[config.mk]
export PLATFORM = sky130hd
export DESIGN_NAME = idma_multi_ch_dispatch
export DESIGN_NICKNAME = d
export VERILOG_FILES = /design/src/rtl/idma_multi_ch_dispatch.sv
export SDC_FILE = /design/constraint.sdc
export NUM_CORES = 1
export LEC_CHECK = 0
export ABC_AREA = 1
export CAP_MARGIN = 20
export CORE_MARGIN = 2
export CORE_UTILIZATION = 50
export CTS_BUF_LIST = sky130_fd_sc_hd__clkbuf_16
export CTS_CLUSTER_DIAMETER = 30
export DETAILED_ROUTE_END_ITERATION = 8
export GPL_TIMING_DRIVEN = 0
export PLACE_DENSITY_LB_ADDON = 0.12
export SLEW_MARGIN = 20
export SYNTH_ARGS = -nofsm -noshare
export SYNTH_HDL_FRONTEND = slang
export SYNTH_SLANG_ARGS = --single-unit
[constraint.sdc]
create_clock -name clk_i -period 7.2 [get_ports clk_i]
set_input_delay 1.08 -clock clk_i [delete_from_list [all_inputs] [get_ports clk_i]]
set_output_delay 1.08 -clock clk_i [all_outputs]
set_load 0.05 [all_outputs]
[src/rtl/idma_multi_ch_dispatch.sv]
// N-channel iDMA issue dispatcher: routes decoded jobs by channel-select
// field into per-channel queues, hands them to backends, tracks status.
//
// Ports:
//   clk_i, rst_ni        clock, asynchronous active-low reset
//   clear_i              synchronous flush of every channel
//   issue_*              core-side issue handshake (instr selects channel)
//   issue_accept_o       1 = job queued, 0 = rejected (bad channel)
//   job_valid_o/ready_i  per-channel backend handshake, job_data_o payload
//   done_i, err_i        per-channel backend completion / error pulses
//   start_o, busy_o      handoff pulse, channel has queued or in-flight work
//   done_o, error_o      registered accepted done, sticky error
//   pending_o            per-channel queue occupancy + outstanding jobs
module idma_multi_ch_dispatch #(
    parameter int N_CH       = 4,
    parameter int DEPTH      = 4,
    parameter int MAX_OUT    = 2,
    parameter int INSTR_W    = 32,
    parameter int JOB_W      = 96,
    parameter int CH_SEL_OFF = 25,
    localparam int CH_SEL_W  = $clog2(N_CH),
    localparam int CNT_W     = $clog2(DEPTH + MAX_OUT + 1)
) (
    input  logic                    clk_i,
    input  logic                    rst_ni,
    input  logic                    clear_i,
    input  logic                    issue_valid_i,
    output logic                    issue_ready_o,
    input  logic [INSTR_W-1:0]      issue_instr_i,
    input  logic [JOB_W-1:0]        issue_data_i,
    output logic                    issue_accept_o,
    output logic [N_CH-1:0]         job_valid_o,
    input  logic [N_CH-1:0]         job_ready_i,
    output logic [N_CH*JOB_W-1:0]   job_data_o,
    input  logic [N_CH-1:0]         done_i,
    input  logic [N_CH-1:0]         err_i,
    output logic [N_CH-1:0]         start_o,
    output logic [N_CH-1:0]         busy_o,
    output logic [N_CH-1:0]         done_o,
    output logic [N_CH-1:0]         error_o,
    output logic [N_CH*CNT_W-1:0]   pending_o
);

    localparam int PTR_W = $clog2(DEPTH);
    localparam int QC_W  = $clog2(DEPTH + 1);
    localparam int OUT_W = $clog2(MAX_OUT + 1);
    localparam int N_SEL = 2 ** CH_SEL_W;

    logic [CH_SEL_W-1:0] sel;
    logic [N_SEL-1:0]    sel_lut;
    logic [N_SEL-1:0]    full_ext;
    logic [N_CH-1:0]     full;
    logic                sel_ok;
    logic                push_any;
    logic                unused_instr;

    assign sel          = issue_instr_i[CH_SEL_OFF +: CH_SEL_W];
    assign unused_instr = ^issue_instr_i;

    // Lookup tables padded to the full select range so an out-of-range
    // channel index reads a defined 0 instead of indexing past N_CH.
    always_comb begin
        sel_lut  = '0;
        full_ext = '0;
        for (int i = 0; i < N_CH; i++) begin
            sel_lut[i]  = 1'b1;
            full_ext[i] = full[i];
        end
    end

    assign sel_ok         = sel_lut[sel];
    assign issue_accept_o = sel_ok;
    // Bad channels are swallowed (ready=1, accept=0); clear blocks all.
    assign issue_ready_o  = ~clear_i & (~sel_ok | ~full_ext[sel]);
    assign push_any       = issue_valid_i & issue_ready_o & sel_ok;

    for (genvar c = 0; c < N_CH; c++) begin : g_ch
        logic [JOB_W-1:0] mem [DEPTH];
        logic [PTR_W-1:0] wr_ptr;
        logic [PTR_W-1:0] rd_ptr;
        logic [QC_W-1:0]  occ;
        logic [OUT_W-1:0] out_cnt;
        logic             push;
        logic             pop;
        logic             empty;
        logic             done_acc;
        logic             done_q;
        logic             err_q;

        assign push     = push_any & (sel == CH_SEL_W'(c));
        assign empty    = (occ == '0);
        assign full[c]  = (occ == QC_W'(DEPTH));

        assign job_valid_o[c] = ~clear_i & ~empty
                              & (out_cnt < OUT_W'(MAX_OUT));
        assign pop        = job_valid_o[c] & job_ready_i[c];
        assign start_o[c] = pop;

        // A done is only meaningful if some job is in flight, counting
        // a handoff in the same cycle.
        assign done_acc = done_i[c] & ((out_cnt != '0) | pop);

        assign job_data_o[c*JOB_W +: JOB_W] = empty ? '0 : mem[rd_ptr];

        assign busy_o[c]  = ~empty | (out_cnt != '0);
        assign done_o[c]  = done_q;
        assign error_o[c] = err_q;
        assign pending_o[c*CNT_W +: CNT_W] = CNT_W'(occ) + CNT_W'(out_cnt);

        always_ff @(posedge clk_i) begin
            if (push) begin
                mem[wr_ptr] <= issue_data_i;
            end
        end

        always_ff @(posedge clk_i or negedge rst_ni) begin
            if (!rst_ni) begin
                wr_ptr  <= '0;
                rd_ptr  <= '0;
                occ     <= '0;
                out_cnt <= '0;
                done_q  <= 1'b0;
                err_q   <= 1'b0;
            end else if (clear_i) begin
                wr_ptr  <= '0;
                rd_ptr  <= '0;
                occ     <= '0;
                out_cnt <= '0;
                done_q  <= 1'b0;
                err_q   <= 1'b0;
            end else begin
                wr_ptr  <= wr_ptr + PTR_W'(push);
                rd_ptr  <= rd_ptr + PTR_W'(pop);
                occ     <= occ + QC_W'(push) - QC_W'(pop);
                out_cnt <= out_cnt + OUT_W'(pop) - OUT_W'(done_acc);
                done_q  <= done_acc;
                err_q   <= err_q | err_i[c] | (done_i[c] & ~done_acc);
            end
        end
    end

endmodule

==> impl_metrics.toml <==
[global_route]
track_usage = 0.289
first_global_vias = 41300
antenna_found_initial = 17
grt_first_pass_wirelength_um = 266000
grt_max_degree = 45
grt_overflow = 0

[cts]
insertion_delay_ns = 0.91
path_clk_slew_ns = 0.05
clock-sinks = 1580
cts_root_buffer = "clkbuf_16"
cts_setup_buffers = 0
cts-buffers-inserted = 323
cts_buffer_depth = 4
tritoncts = "yes"
ctsResizeCount = 0
cts_hold_buf = 0
htree_levels = 5

[cells_and_area]
fill_cells = 8966
fin_area_um2 = 81600
layout_commonest_cell = "nor2_1"
fin_util = 0.661
instances_no_fill = 7659
syn_to_final_growth_pct = 31.5
drive_gt1_frac = 0.123
layout.cells.most_common_list = "nor2_1, edfxtp_1, o21ai_0"
fin_nets = 5960

[timing]
min_period_over_period = 0.740
max_freq_ghz = 0.188
slew-limit-headroom = 0.413
final_hold_viol_count = 0
rsz0062_at_grt = "false"
min_period_ns = 5.33
setup_violations = 0
skew_ns = 0.0550
slew_violations = 0
tightest_slew_ns = 0.878
whs_ns = 0.234
tns_ns = 0
fin_ws_ns = 1.87

[floorplanning]
core_um2 = 123000
die_area_um2 = 127000
io_pins = 562
num_rows = 129
fp.dieW_um = 356
dieHeight_um = 356
initial_utilization = 0.502

[routing]
viasPerCell = 5.49
drt_wl_total_um = 184000
wl_per_cell_um = 24.1
antenna_left = 0
vias = 42000
drt_first_pass_iters = 5
dr.first_iter.drc_count = 4492
drc = 0

[synthesis]
synth_xor_area_frac = 0.00339
synth-compound-area-share = 0.0944
yosysUniqueCellTypes = 29
synth_top_family_by_area = "simple AND/OR/NAND/NOR gates"
avgSynthCellArea_um2 = 12.8
synth_cells = 4858
synthSimpleGateAreaFrac = 0.102
ys_seq_area_frac = 0.761
synth_fa_ha_area_frac = 0.00823
synth_mux_area_frac = 0
netlist_area_um2 = 62000
yosys_warnings = 0
synth_nets = 5038
yosys_register_bits = 1580

[worst_setup_path]
cp-end-kind = "output port"
crit_path_max_fanout = 10
critical_path_class = "register to output port"
start_kind = "register"
required_ns = 6.12
arrival_ns = 4.25

[job]
max-cap-violations = 0

[placement]
dp_cells = 7092
hpwl_um = 120000
dpl_cell_area_um2 = 71000
post-place-ws_ns = 2.84
place_congestion = 0.816
io_buffers = 529

[status]
status = "completed"

[power_and_ir_drop]
vdd_drop_max_uv = 315
static-leakage-power_nw = 28.6
power.density_nw_per_um2 = 403
total_power_mw = 32.9

[min_path]
hold_path_class = "primary input to asynchronous set/reset pin"
worst max-delay path: stages (launching register included):
cell and delay, ns:
dfrtp_1 0.45, inv_2 0.09, buf_2 0.54, clkbuf_1 0.49, o21ai_0 0.21, a21oi_1 0.64
clkdlybuf4s50_1 0.93
flip-flops by register name, indices dropped and copies added (netlist names):
signal and cells:
g_ch.done_q 4, g_ch.wr_ptr 8, g_ch.err_q 4, g_ch.occ 12, g_ch.out_cnt 8, g_ch.mem 1536, g_ch.rd_ptr 8
per-layer routing:
layer	wire, um	global-route usage	vias to the layer above
li1	-	-	19200
met1	74000	0.390	20600
met2	87200	0.456	1959
met3	16700	0.0661	312
met4	6560	0.116	4
met5	23	0	-
cells in the mapped netlist:
cell	number	share of area
nand4_2	5	0.0010
xor2_1	8	0.0011
nor4_1	1	0.00010
buf_4	65	0.0079
o21ai_1	33	0.0027
nand2_1	27	0.0016
conb_1	1	0.000060
fa_1	8	0.0026
xnor2_1	16	0.0023
inv_2	14	0.00085
nor2_2	1	0.00010
nand4_1	3	0.00030
inv_1	69	0.0042
nand3_1	9	0.00073
and2_1	4	0.00040
a21boi_1	4	0.00048
nor2_1	1599	0.097
buf_1	25	0.0015
buf_2	77	0.0062
nand2_2	1	0.00010
ha_1	28	0.0056
edfxtp_1	1536	0.74
dfrtp_1	44	0.018
buf_6	13	0.0024
o21ai_0	739	0.060
nor2_4	1	0.00018
nor3_1	4	0.00032
clkbuf_1	131	0.0079
a21oi_1	392	0.032
path summary, 6_finish.rpt:
| path | startpoint | end | slack (ns) | depth (start not counted) |
|---|---|---|---|---|
| setup / recovery | g_ch[3].rd_ptr[0] | job_data_o[379] | 1.87 | 6 |
| hold / removal | rst_ni | g_ch[3].rd_ptr[0] | 0.23 | 1 |
| setup reg to reg | g_ch[1].occ[1] | g_ch[0].mem[2][66] | 4.29 | 9 |
| hold reg to reg | g_ch[0].err_q | g_ch[0].err_q | 0.54 | 2 |
| max in group asynchronous | rst_ni | g_ch[1].occ[1] | 6.54 | 1 |
| min in group clk_i | g_ch[0].err_q | g_ch[0].err_q | 0.54 | 2 |
layout make-up:
type	count	area, um^2	area share
inverters	83	312	0.00382
clock inverters	236	2400	0.0294
diodes	4	10.0	0.000123
well taps	1637	2050	0.0251
flip-flops and latches	1580	47200	0.579
plain buffers	311	1610	0.0197
repair buffers	597	6780	0.0831
multi-input cells	2884	13000	0.159
clock buffers	327	8180	0.100
power by group:
part / internal (mW) / switching, mW
sequential: 10.3 / 0.0692
combinational: 2.11 / 6.03
clock: 9.73 / 4.67
kinds of logic (layout without fill, tap and decap cells):
group	Yosys count	after routing
flip-flops	1580	1580
adder cells (fa/ha/maj)	36	36
buffers and inverters	394	1554
other	1	5
AND/OR/NAND/NOR	1655	1655
AO/OA/AOI/OAI	1168	1168
XOR/XNOR	24	24
Power figures use the tool's default switching activity.
